[src/rtl/spi_ctrl_fifo.sv]
// SPI control glue: TX/RX FIFOs between the register file and the SPI shifters, with
// single-cycle load/ack handshakes, registered enables and sticky overflow flags.
// Optional interrupt output is built only when SPI_CTRL_IRQ_EN is defined.
module spi_ctrl_fifo #(
    parameter int DW    = 8,
    parameter int DEPTH = 4,
    localparam int CW   = $clog2(DEPTH) + 1
) (
    input  logic          CLK,
    input  logic          CLR_N,
    input  logic [7:0]    CONTROL,
    input  logic          WRITE,
    input  logic [DW-1:0] WDATA,
    input  logic          READ,
    output logic [DW-1:0] RDATA,
    output logic [7:0]    STATUS,
    output logic [CW-1:0] TX_COUNT,
    output logic [CW-1:0] RX_COUNT,
    input  logic          SENDER_EMPTY_STATE,
    output logic          SENDER_WRITE,
    output logic [DW-1:0] SENDER_DATA,
    output logic          TE,
    output logic          RE,
    input  logic          RECEIVER_FULL_STATE,
    input  logic [DW-1:0] RECEIVER_DATA,
    output logic          RECEIVER_READ,
    output logic          IRQ
);
    localparam int AW = $clog2(DEPTH);

    typedef enum logic [1:0] {HS_IDLE, HS_XFER, HS_WAIT} hs_t;

    logic flush;
    assign flush = CONTROL[6];

    logic unused_ctrl;
    assign unused_ctrl = ^{CONTROL[7], CONTROL[4:2]};

    // ---------------- enables ----------------
    logic te_q, re_q;
    always_ff @(posedge CLK or negedge CLR_N) begin
        if (!CLR_N) begin
            te_q <= 1'b0;
            re_q <= 1'b0;
        end else begin
            te_q <= !(CONTROL[1] | CONTROL[5]);
            re_q <= !(CONTROL[0] | CONTROL[5]);
        end
    end
    assign TE = te_q;
    assign RE = re_q;

    hs_t tx_st, tx_nx, rx_st, rx_nx;

    // ---------------- TX FIFO ----------------
    logic [DW-1:0] tx_mem [DEPTH];
    logic [AW-1:0] tx_wp, tx_rp;
    logic [CW-1:0] tx_cnt;
    logic          tx_ovf, tx_empty, tx_full, tx_push, tx_pop;

    assign tx_empty = (tx_cnt == '0);
    assign tx_full  = (tx_cnt == CW'(DEPTH));
    assign tx_push  = WRITE & !flush & !tx_full;
    assign tx_pop   = (tx_st == HS_XFER) & !tx_empty;

    always_ff @(posedge CLK or negedge CLR_N) begin
        if (!CLR_N) begin
            tx_wp  <= '0;
            tx_rp  <= '0;
            tx_cnt <= '0;
            tx_ovf <= 1'b0;
        end else if (flush) begin
            tx_wp  <= '0;
            tx_rp  <= '0;
            tx_cnt <= '0;
            tx_ovf <= 1'b0;
        end else begin
            if (tx_push) tx_wp <= tx_wp + 1'b1;
            if (tx_pop)  tx_rp <= tx_rp + 1'b1;
            tx_cnt <= tx_cnt + CW'(tx_push) - CW'(tx_pop);
            if (WRITE && tx_full) tx_ovf <= 1'b1;
        end
    end

    always_ff @(posedge CLK) begin
        if (tx_push) tx_mem[tx_wp] <= WDATA;
    end

    // ---------------- RX FIFO ----------------
    logic [DW-1:0] rx_mem [DEPTH];
    logic [AW-1:0] rx_wp, rx_rp;
    logic [CW-1:0] rx_cnt;
    logic          rx_ovf, rx_empty, rx_full, rx_ack, rx_push, rx_pop;

    assign rx_empty = (rx_cnt == '0);
    assign rx_full  = (rx_cnt == CW'(DEPTH));
    assign rx_ack   = (rx_st == HS_XFER) & !flush;
    assign rx_push  = rx_ack & !rx_full;
    assign rx_pop   = READ & !rx_empty;

    always_ff @(posedge CLK or negedge CLR_N) begin
        if (!CLR_N) begin
            rx_wp  <= '0;
            rx_rp  <= '0;
            rx_cnt <= '0;
            rx_ovf <= 1'b0;
        end else if (flush) begin
            rx_wp  <= '0;
            rx_rp  <= '0;
            rx_cnt <= '0;
            rx_ovf <= 1'b0;
        end else begin
            if (rx_push) rx_wp <= rx_wp + 1'b1;
            if (rx_pop)  rx_rp <= rx_rp + 1'b1;
            rx_cnt <= rx_cnt + CW'(rx_push) - CW'(rx_pop);
            if (rx_ack && rx_full) rx_ovf <= 1'b1;
        end
    end

    // RX storage is reset so the fall-through head reads 0 out of reset.
    always_ff @(posedge CLK or negedge CLR_N) begin
        if (!CLR_N) begin
            for (int i = 0; i < DEPTH; i++) rx_mem[i] <= '0;
        end else if (rx_push) begin
            rx_mem[rx_wp] <= RECEIVER_DATA;
        end
    end

    assign RDATA = rx_mem[rx_rp];

    // ---------------- sender handshake FSM ----------------
    always_ff @(posedge CLK or negedge CLR_N) begin
        if (!CLR_N) tx_st <= HS_IDLE;
        else        tx_st <= tx_nx;
    end

    always_comb begin
        tx_nx = tx_st;
        case (tx_st)
            HS_IDLE: if (te_q && SENDER_EMPTY_STATE && !tx_empty && !flush) tx_nx = HS_XFER;
            HS_XFER: tx_nx = HS_WAIT;
            HS_WAIT: if (!SENDER_EMPTY_STATE) tx_nx = HS_IDLE;
            default: tx_nx = HS_IDLE;
        endcase
    end

    always_comb begin
        SENDER_WRITE = 1'b0;
        SENDER_DATA  = '0;
        if (tx_st == HS_XFER) begin
            SENDER_WRITE = 1'b1;
            SENDER_DATA  = tx_mem[tx_rp];
        end
    end

    // ---------------- receiver handshake FSM ----------------
    always_ff @(posedge CLK or negedge CLR_N) begin
        if (!CLR_N) rx_st <= HS_IDLE;
        else        rx_st <= rx_nx;
    end

    always_comb begin
        rx_nx = rx_st;
        case (rx_st)
            HS_IDLE: if (re_q && RECEIVER_FULL_STATE) rx_nx = HS_XFER;
            HS_XFER: rx_nx = HS_WAIT;
            HS_WAIT: if (!RECEIVER_FULL_STATE) rx_nx = HS_IDLE;
            default: rx_nx = HS_IDLE;
        endcase
    end

    always_comb begin
        RECEIVER_READ = 1'b0;
        if (rx_st == HS_XFER) RECEIVER_READ = 1'b1;
    end

    // ---------------- status ----------------
    assign STATUS   = {rx_st != HS_IDLE, tx_st != HS_IDLE, rx_ovf, tx_ovf,
                       rx_full, rx_empty, tx_full, tx_empty};
    assign TX_COUNT = tx_cnt;
    assign RX_COUNT = rx_cnt;

`ifdef SPI_CTRL_IRQ_EN
    logic irq_q;
    always_ff @(posedge CLK or negedge CLR_N) begin
        if (!CLR_N) irq_q <= 1'b0;
        else        irq_q <= (tx_empty & te_q) | (!rx_empty & re_q) | tx_ovf | rx_ovf;
    end
    assign IRQ = irq_q;
`else
    assign IRQ = 1'b0;
`endif

endmodule

[config.mk]
export PLATFORM = sky130hd
export DESIGN_NAME = spi_ctrl_fifo
export DESIGN_NICKNAME = d
export VERILOG_FILES = /design/src/rtl/spi_ctrl_fifo.sv
export SDC_FILE = /design/constraint.sdc
export NUM_CORES = 1
export LEC_CHECK = 0
export CORE_UTILIZATION = 57
export DETAILED_ROUTE_END_ITERATION = 7
export MAX_ROUTING_LAYER = met4
export PLACE_DENSITY = 0.95
export SETUP_SLACK_MARGIN = 0.3
export SYNTH_ARGS = -nofsm -noshare
export SYNTH_HDL_FRONTEND = slang
export SYNTH_SLANG_ARGS = --single-unit
export TNS_END_PERCENT = 5
[constraint.sdc]
create_clock -name CLK -period 7.6 [get_ports CLK]
set_input_delay 2.28 -clock CLK [delete_from_list [all_inputs] [get_ports CLK]]
set_output_delay 2.28 -clock CLK [all_outputs]
set_load 0.05 [all_outputs]
# Word-level counts from Yosys, hierarchy flattened
# Memory sizes are Yosys's and may differ from the RTL's.
# Index checks and enable logic that the tools add are counted.
# word_totals
regBits,54
ram_bits,32
in_bits,30
output_inout_bits,35
wordCells,107
memories,1
# memory_table
memory,words,word_bits,read_ports,rd_clocked_by_memory_dff,write_ports,line,text
tx_mem,4,8,1,0,1,56,logic [DW-1:0] tx_mem [DEPTH];
# classes
add_sub_neg,8
magnitude_cmp,3
n_eq_ne,10
mux,31
bitwise_logic,10
n_reduce_logical,28
# op_table
operator,n
$bwmux W32,1
$mux W8,4
$mux W2,12
$bmux W8 S2,1
$demux W8 S2,1
$reduce_bool A2 Y1,8
$pmux W2 S3,2
$add A2 B1 Y2 const B,4
$mux W1,8
$ne A2 B2 Y1 const B,4
$logic_and A1 B1 Y1,7
$logic_not A1 Y1,7
$add A3 B1 Y3,2
$and A1 B1 Y1,6
$eq A3 B3 Y1 const B,2
$ge A3 B3 Y1 const B,2
$logic_not A3 Y1,2
$mux W3,2
$not A2 Y3,2
$sub A3 B1 Y3,2
$eq A2 B1 Y1 const B,2
$eq A2 B2 Y1 const B,2
$logic_not A2 Y1,2
$reduce_and A2 Y1,2
other kinds (2),3

# Depth between registers and ports, before layout
# Gate-level depths: netlist (run 1).
# depth
depth_word,6
ltp_mapped,12
depth_no_buf,11

# Worst setup path before layout (run 1)
# OpenSTA, ideal clock, no wires.
# synth_path
path_type,input-to-reg
startpoint,input CONTROL[6]
endpoint,"register rx_cnt[2], in the netlist RX_COUNT[2]"
setup_time_ns,0.086
arrival_time_ns,4.102
required_time_ns,7.514
slack_ns,3.412
stages,10
path_buffers,1
cell_sequence,clkbuf_1 > or3_1 > ha_1 > inv_1 > ha_1 > inv_1 > fa_1 > xor2_1 > and2_1 > nor3_1
# synth_via
elab_chain_len,6
# synth_lines
element,line,text
start: declaration,11,"input logic [7:0] CONTROL,"
$logic_not A1 Y1,97,assign rx_ack = (rx_st == HS_XFER) & !flush;
$and A1 B1 Y1,97,
$and A1 B1 Y1,98,assign rx_push = rx_ack & !rx_full;
$add A3 B1 Y3,115,rx_cnt <= rx_cnt + CW'(rx_push) - CW'(rx_pop);
$sub A3 B1 Y3,115,
$mux W3 *,107,end else if (flush) begin
end signal: assignment,115,
end: declaration,92,logic [CW-1:0] rx_cnt;
# Every way passes the cells marked *; elsewhere a longest branch is shown, timed or not.
# A chain may end at the register's enable or synchronous reset.

# Worst setup path after layout (run 1)
# layout_path
startpoint,register tx_rp[0]
endpoint,output SENDER_DATA[2]
# layout_via
elab_chain_len,2
# layout_lines
element,line,text
start: declaration,57,"logic [AW-1:0] tx_wp, tx_rp;"
start signal: assignment,79,if (tx_pop) tx_rp <= tx_rp + 1'b1;
$mem_v2 Z4 W8,n/a,
$mux W8,150,if (tx_st == HS_XFER) begin
end: declaration,21,"output logic [DW-1:0] SENDER_DATA,"
# Every way passes these cells.

==> flow_summary.json, run 1 <==
{
  "synth_nets": 300,
  "grt_setup_unrepaired": "no",
  "worstHoldPathType": "register to register",
  "hold_viol": 0,
  "grt_usage_pct": 23.71,
  "synth_top_family_by_area": "multiplexers",
  "final_antenna_net_count": 0,
  "synth_cells": 256,
  "hold_slack_ps": 497.7,
  "p_leak_nw": 2.051,
  "place_ws_ps": 2871,
  "synth_area_um2": 3882,
  "path_clk_slew_ps": 90,
  "fin_worst_skew_ps": 8.268,
  "core_area_um2": 6459,
  "gp_congestion": 0.7750,
  "drt_iter0_drc": 105,
  "start_util_pct": 60.11,
  "cts_tree": "yes",
  "synth-xor-area-share_pct": 0.9024,
  "first_pass_iters": 6,
  "wl_met2_mm": 3.933,
  "ys_seq_area_share_pct": 59.56,
  "cts_sinks": 86,
  "status": "finished with violations",
  "numCtsBuffers": 9,
  "fp.dieW_um": 84.53,
  "drive_above_1_share_pct": 22.96,
  "synth_compound_area_share_pct": 2.256,
  "drv_slew": 0,
  "io-pin-count": 65,
  "htree_num_levels": 3,
  "grt_pass1_vias": 2477,
  "met3_length_um": 280,
  "finalSetupViolCount": 0,
  "rows": 29,
  "yosysWarnings": 0,
  "ys_dominant_reg_cell": "dfrtp_1",
  "cts_setup_buffers": 0,
  "synthAdderAreaFrac_pct": 4.898,
  "arrival_ps": 2520,
  "synth.area.mux_share_pct": 18.56,
  "cts_hold_buf": 0,
  "antenna_cells_inserted": 0,
  "synth_top_area_share_pct": 34.81,
  "max_freq_ghz": 0.2083,
  "synthSimpleGateAreaFrac_pct": 9.990,
  "relSlewSlack_pct": 52.54,
  "vdd.ir_drop.worst_mv": 0.2597,
  "io_buffers": 59,
  "routed.top_layer": "met4",
  "pwr_density_cell_nw_per_um2": 293.8,
  "critPathSlowestCell": "clkdlybuf4s50_1",
  "wl_mm": 7.417,
  "fin_crit_sh_pct": 63.18,
  "cap_viol_max_count": 0,
  "fin_tns_setup_ps": 0,
  "nets": 357,
  "grt-ovfl-total": 0,
  "crit_type": "register to output port",
  "ys_types": 34,
  "route.detailed.drc": 6,
  "grt_max_degree": 55,
  "vias_per_cell": 5.653,
  "failed_checks": "DRC",
  "cts_resized": 0,
  "layout.cells.non_filler": 395,
  "clock-root-buffer": "clkbuf_8",
  "place_inst": 379,
  "die_h_um": 84.53,
  "cp_max_fo": 11,
  "clk_latency_ps": 360,
  "required_ps": 5320,
  "design_area_um2": 4711,
  "vias": 2233,
  "synth-edff-count": 32,
  "placed_area_um2": 4487,
  "m1WireLength_mm": 3.035,
  "slowest_delay_ps": 730,
  "clock_path_buffers": 2,
  "grt_pass1_wl_mm": 12.19,
  "startpoint_type": "register",
  "syn2layout_area_growth_pct": 21.33,
  "dpl.hpwl_mm": 5.062,
  "ys_top_cells_by_area": "dfrtp_1, edfxtp_1, mux4_2, mux2_2, ha_1",
  "synth_async_sr_flop_share_pct": 62.79,
  "period_needed_ps": 4802,
  "tightestPinTransition_ps": 706.4,
  "antenna_found_initial": 0,
  "fin_ws_ps": 2798,
  "synth_area_leader_cell": "dfrtp_1",
  "design.die.area_um2": 7145,
  "ys_seq_elements": 86,
  "crit_chain": "mux4_2, nor2b_1, clkdlybuf4s50_1",
  "wl_per_cell_um": 18.78,
  "cp-end-kind": "output port",
  "avgSynthCellArea_um2": 15.17
}
==> cell type report <==
cell class,instances,area (µm²)
clock buffer,11,162.7
multi-input combinational,141,1425
sequential,86,2312
clock inverter,5,61.31
inverter,14,52.55
tap,77,96.34
timing repair buffer,61,600.6
fill,443,1748
==> cells in the mapped netlist, types with 2 or more instances <==
library cell,number
nor2_1,11
buf_4,7
ha_1,12
edfxtp_1,32
nand2_1,5
or3_1,5
a21oi_1,9
o21ai_0,7
nor2b_1,10
dfrtp_1,54
nand2b_1,2
clkbuf_1,3
nand3_1,2
and2_1,5
buf_1,2
mux2_2,31
buf_2,2
inv_1,13
xor2_1,3
nor3_1,4
fa_1,2
mux4_2,16
or2_2,2
nand4b_4,4
nand3b_1,4
==> power by group <==
| group | total [mW] | internal [mW] | switching, mW |
|---|---|---|---|
| Combinational | 0.455 | 0.183 | 0.272 |
| Clock | 0.351 | 0.184 | 0.167 |
| Sequential | 0.578 | 0.529 | 0.0490 |
==> through the flow <==
step | power, mW | util (%)
after global placement | 1.028 | 69.47
after global routing | 1.443 | 72.94
final | 1.384 | 72.94
after detailed placement | 1.044 | 69.47
after CTS | 1.395 | 72.94
after floorplan | 0.9130 | -
==> routing by layer <==
layer | GRT usage [%] | vias to the layer above
li1 | - | 1036
met1 | 28.24 | 1124
met2 | 39.10 | 52
met3 | 3.933 | 21
met4 | 12.48 | 0
met5 | - | -
==> registers in the layout (all words and copies together), names as in the netlist <==
| signal | cells |
|---|---|
| TE | 1 |
| rx_wp | 2 |
| rx_mem | 32 |
| tx_rp | 2 |
| rx_rp | 2 |
| RE | 1 |
| rx_st | 2 |
| tx_ovf | 1 |
| rx_ovf | 1 |
| tx_wp | 2 |
| tx_st | 2 |
| tx_mem | 32 |
| RX_COUNT | 3 |
| TX_COUNT | 3 |
==> layout by cell type (no fill, tap or decap), drive strengths merged <==
cell,synthesis,layout
nand3b,4,4
nor4,1,1
or3b,1,1
or3,5,5
dfrtp,54,54
nand2,5,5
nand2b,2,2
nor2,11,11
clkdlybuf4s50,0,58
mux4,16,16
xnor2,1,1
fa,2,2
or2,2,2
o21ai,7,7
clkbuf,3,11
buf,12,3
nor3b,1,1
bufinv,0,1
and2,5,5
clkinv,0,1
nor2b,10,10
nand3,2,2
ha,12,12
conb,1,1
a21oi,9,9
inv,14,17
o31ai,1,1
edfxtp,32,32
nand4b,4,4
mux2,32,32
nor3,4,4
xor2,3,3
==> path summary, 6_finish.rpt <==
path,start,to,cells past startpoint,slack (ps)
worst max-delay path,tx_rp[0],SENDER_DATA[2],3,2800
worst min-delay path,rx_mem[27],rx_mem[27],1,500
worst max register to register,RX_COUNT[2],RX_COUNT[2],11,4700
worst min register to register,rx_mem[27],rx_mem[27],1,500
max in group asynchronous,CLR_N,RE,2,5120
min in group asynchronous,CLR_N,rx_mem[28],2,2030
==> kinds of logic (layout without fill, tap and decap cells) <==
logic type / Yosys count / count (layout)
compound gates: 17 / 17
mux: 48 / 48
fa+ha+maj: 14 / 14
buf+inv: 29 / 91
other cells: 1 / 1
flops: 86 / 86
xor+xnor: 4 / 4
simple gates: 57 / 57
==> critical path: cells and delay by family, from the launching register on <==
family | cells | cell delay (ps)
buf+inv | 1 | 730
flops | 1 | 710
mux | 1 | 570
simple gates | 1 | 150
Power figures use the tool's default switching activity.
==> run 2, diff against run 1 <==
--- a/config.mk
+++ b/config.mk
@@ -5,10 +5,10 @@
 export SDC_FILE = /design/constraint.sdc
 export NUM_CORES = 1
 export LEC_CHECK = 0
-export CORE_UTILIZATION = 57
+export CORE_UTILIZATION = 53
 export DETAILED_ROUTE_END_ITERATION = 7
 export MAX_ROUTING_LAYER = met4
-export PLACE_DENSITY = 0.95
+export PLACE_DENSITY = 0.92
 export SETUP_SLACK_MARGIN = 0.3
 export SYNTH_ARGS = -nofsm -noshare
 export SYNTH_HDL_FRONTEND = slang
==> constraint.sdc (replaced) <==
create_clock -name CLK -period 5 [get_ports CLK]
set_input_delay 1.5 -clock CLK [delete_from_list [all_inputs] [get_ports CLK]]
set_output_delay 1.5 -clock CLK [all_outputs]
set_load 0.05 [all_outputs]
==> run 2 against run 1 <==
  * Sequential share of layout area is essentially flat
  * Routed wire length shrank 8.0%
  * Die area grew 7.4%
  * Total power grew 49%
  * Clock skew grew 3.5 ps
  * Combinational power grew 51%
  * Non-clock buffer count is the same
  * Via count shrank 1.1%
  * Final area is essentially flat
  * Flip-flop and latch count is the same
  * The run now ends clean
  * Worst setup slack lost 1900 ps
==> flow_summary.json, run 2 (synthesis results as in run 1) <==
{
  "nets": 357,
  "antenna_cells_inserted": 0,
  "cts_sinks": 86,
  "required_ps": 3500,
  "fin_worst_skew_ps": 11.73,
  "grt-ovfl-total": 0,
  "combPwrFrac_pct": 33.4,
  "vias": 2208,
  "slowest_delay_ps": 750,
  "m1WireLength_mm": 3.109,
  "cts_tree": "yes",
  "grt_setup_unrepaired": "no",
  "fin_tns_setup_ps": 0,
  "cts_resized": 0,
  "worstHoldPathType": "register to register",
  "routed.top_layer": "met4",
  "wl_met2_mm": 3.404,
  "clock-root-buffer": "clkbuf_8",
  "hold_viol": 0,
  "fin_ws_ps": 939.2,
  "cts_setup_buffers": 0,
  "tightestPinTransition_ps": 679.6,
  "relSlewSlack_pct": 54.35,
  "cp_max_fo": 11,
  "start_util_pct": 55.91,
  "pwr_density_cell_nw_per_um2": 438.0,
  "p_seq_share_pct": 42.5,
  "drive_above_1_share_pct": 22.96,
  "cp_top_family": "flip-flops",
  "vdd.ir_drop.worst_mv": 0.3367,
  "path_clk_slew_ps": 90,
  "grt_max_degree": 42,
  "p_leak_nw": 2.034,
  "design.die.area_um2": 7672,
  "antenna_found_initial": 0,
  "finalSetupViolCount": 0,
  "dpl.hpwl_mm": 4.759,
  "startpoint_type": "register",
  "power_frac_clock_pct": 24.1,
  "clk_latency_ps": 350,
  "cp_num_buf_inv": 1,
  "grt_pass1_wl_mm": 11.44,
  "cts_hold_buf": 0,
  "clock_path_buffers": 2,
  "drt_iter0_drc": 89,
  "design_area_um2": 4715,
  "switching_share_pct": 36.13,
  "met3_length_um": 226,
  "fin_crit_sh_pct": 81.22,
  "critPathSlowestCell": "dfrtp_1",
  "crit_type": "register to output port",
  "wl_per_cell_um": 16.48,
  "placed_area_um2": 4511,
  "internal_power_mw": 1.319,
  "first_pass_iters": 4,
  "core_area_um2": 6944,
  "cp-end-kind": "output port",
  "grt_pass1_vias": 2259,
  "status": "finished clean",
  "route.detailed.drc": 0,
  "grt_usage_pct": 20.94,
  "io_buffers": 59,
  "die_h_um": 87.59,
  "period_needed_ps": 4061,
  "gp_congestion": 0.7086,
  "wl_mm": 6.824,
  "numCtsBuffers": 9,
  "syn2layout_area_growth_pct": 21.43,
  "fp.dieW_um": 87.59,
  "final_antenna_net_count": 0,
  "vias_per_cell": 5.333,
  "arrival_ps": 2560,
  "drv_slew": 0,
  "rows": 30,
  "final_common_cell": "clkdlybuf4s50_1",
  "htree_num_levels": 3,
  "p_switching_uw": 746.2,
  "hold_slack_ps": 500.1,
  "crit_chain": "mux4_2, nor2b_1, clkdlybuf4s50_1",
  "cap_viol_max_count": 0,
  "top_regs": "rx_mem: 32 flops, tx_mem: 32 flops",
  "place_ws_ps": 863.2,
  "most-common-layout-cells": "clkdlybuf4s50_1, dfrtp_1, edfxtp_1",
  "max_freq_ghz": 0.2463,
  "io-pin-count": 65
}
run 2: cell count changes in the layout (fill, tap and decap cells not counted), sizes merged:
cell      previous run  this run
clkbuf              11         9
clkinv               1         0
clkinvlp             0         2
inv                 17        18
run 2: power groups by stage:
stage / combinational [mW] / clock [mW] / sequential, mW
after floorplan: 0.488 / 0 / 0.899
after global placement: 0.680 / 0 / 0.886
after detailed placement: 0.691 / 0 / 0.894
after CTS: 0.695 / 0.507 / 0.880
after global routing: 0.734 / 0.535 / 0.892
final: 0.689 / 0.498 / 0.878
run 2: metal layers:
layer,GRT usage [%],up-vias
li1,-,1043
met1,29.30,1108
met2,31.18,49
met3,3.676,8
met4,7.601,0
met5,-,-
run 2: metrics by stage:
stage,util (%),power [mW],std cells
after floorplan,-,1.388,256
after global placement,64.96,1.566,398
after detailed placement,64.96,1.585,398
after CTS,67.89,2.082,414
after global routing,67.89,2.161,414
final,67.89,2.065,414
run 2: path summary, 6_finish.rpt:
kind,from,end,slack (ps),cells after the start
worst max-delay path,tx_rp[0],SENDER_DATA[4],940,3
worst min-delay path,rx_mem[27],rx_mem[27],500,1
worst max register to register,RX_COUNT[2],RX_COUNT[2],2090,11
worst min register to register,rx_mem[27],rx_mem[27],500,1
max in group asynchronous,CLR_N,tx_ovf,3160,2
min in group asynchronous,CLR_N,rx_mem[31],1030,1
run 2: layout make-up:
class / count / area (µm²)
Sequential cell: 86 / 2312
Fill cell: 477 / 2230
Multi-Input combinational cell: 141 / 1425
Timing Repair Buffer: 61 / 600.6
Clock buffer: 9 / 123.9
Tap cell: 96 / 120.1
Clock inverter: 7 / 80.08
Inverter: 14 / 52.55
run 2: worst register-to-register path, stage by stage (launching register included):
cell,delay [ps]
dfrtp_1,460
or3b_1,480
inv_1,170
or3_1,370
ha_1,280
inv_1,60
ha_1,130
inv_1,40
fa_1,370
xor2_1,160
and2_1,170
nor3_1,140
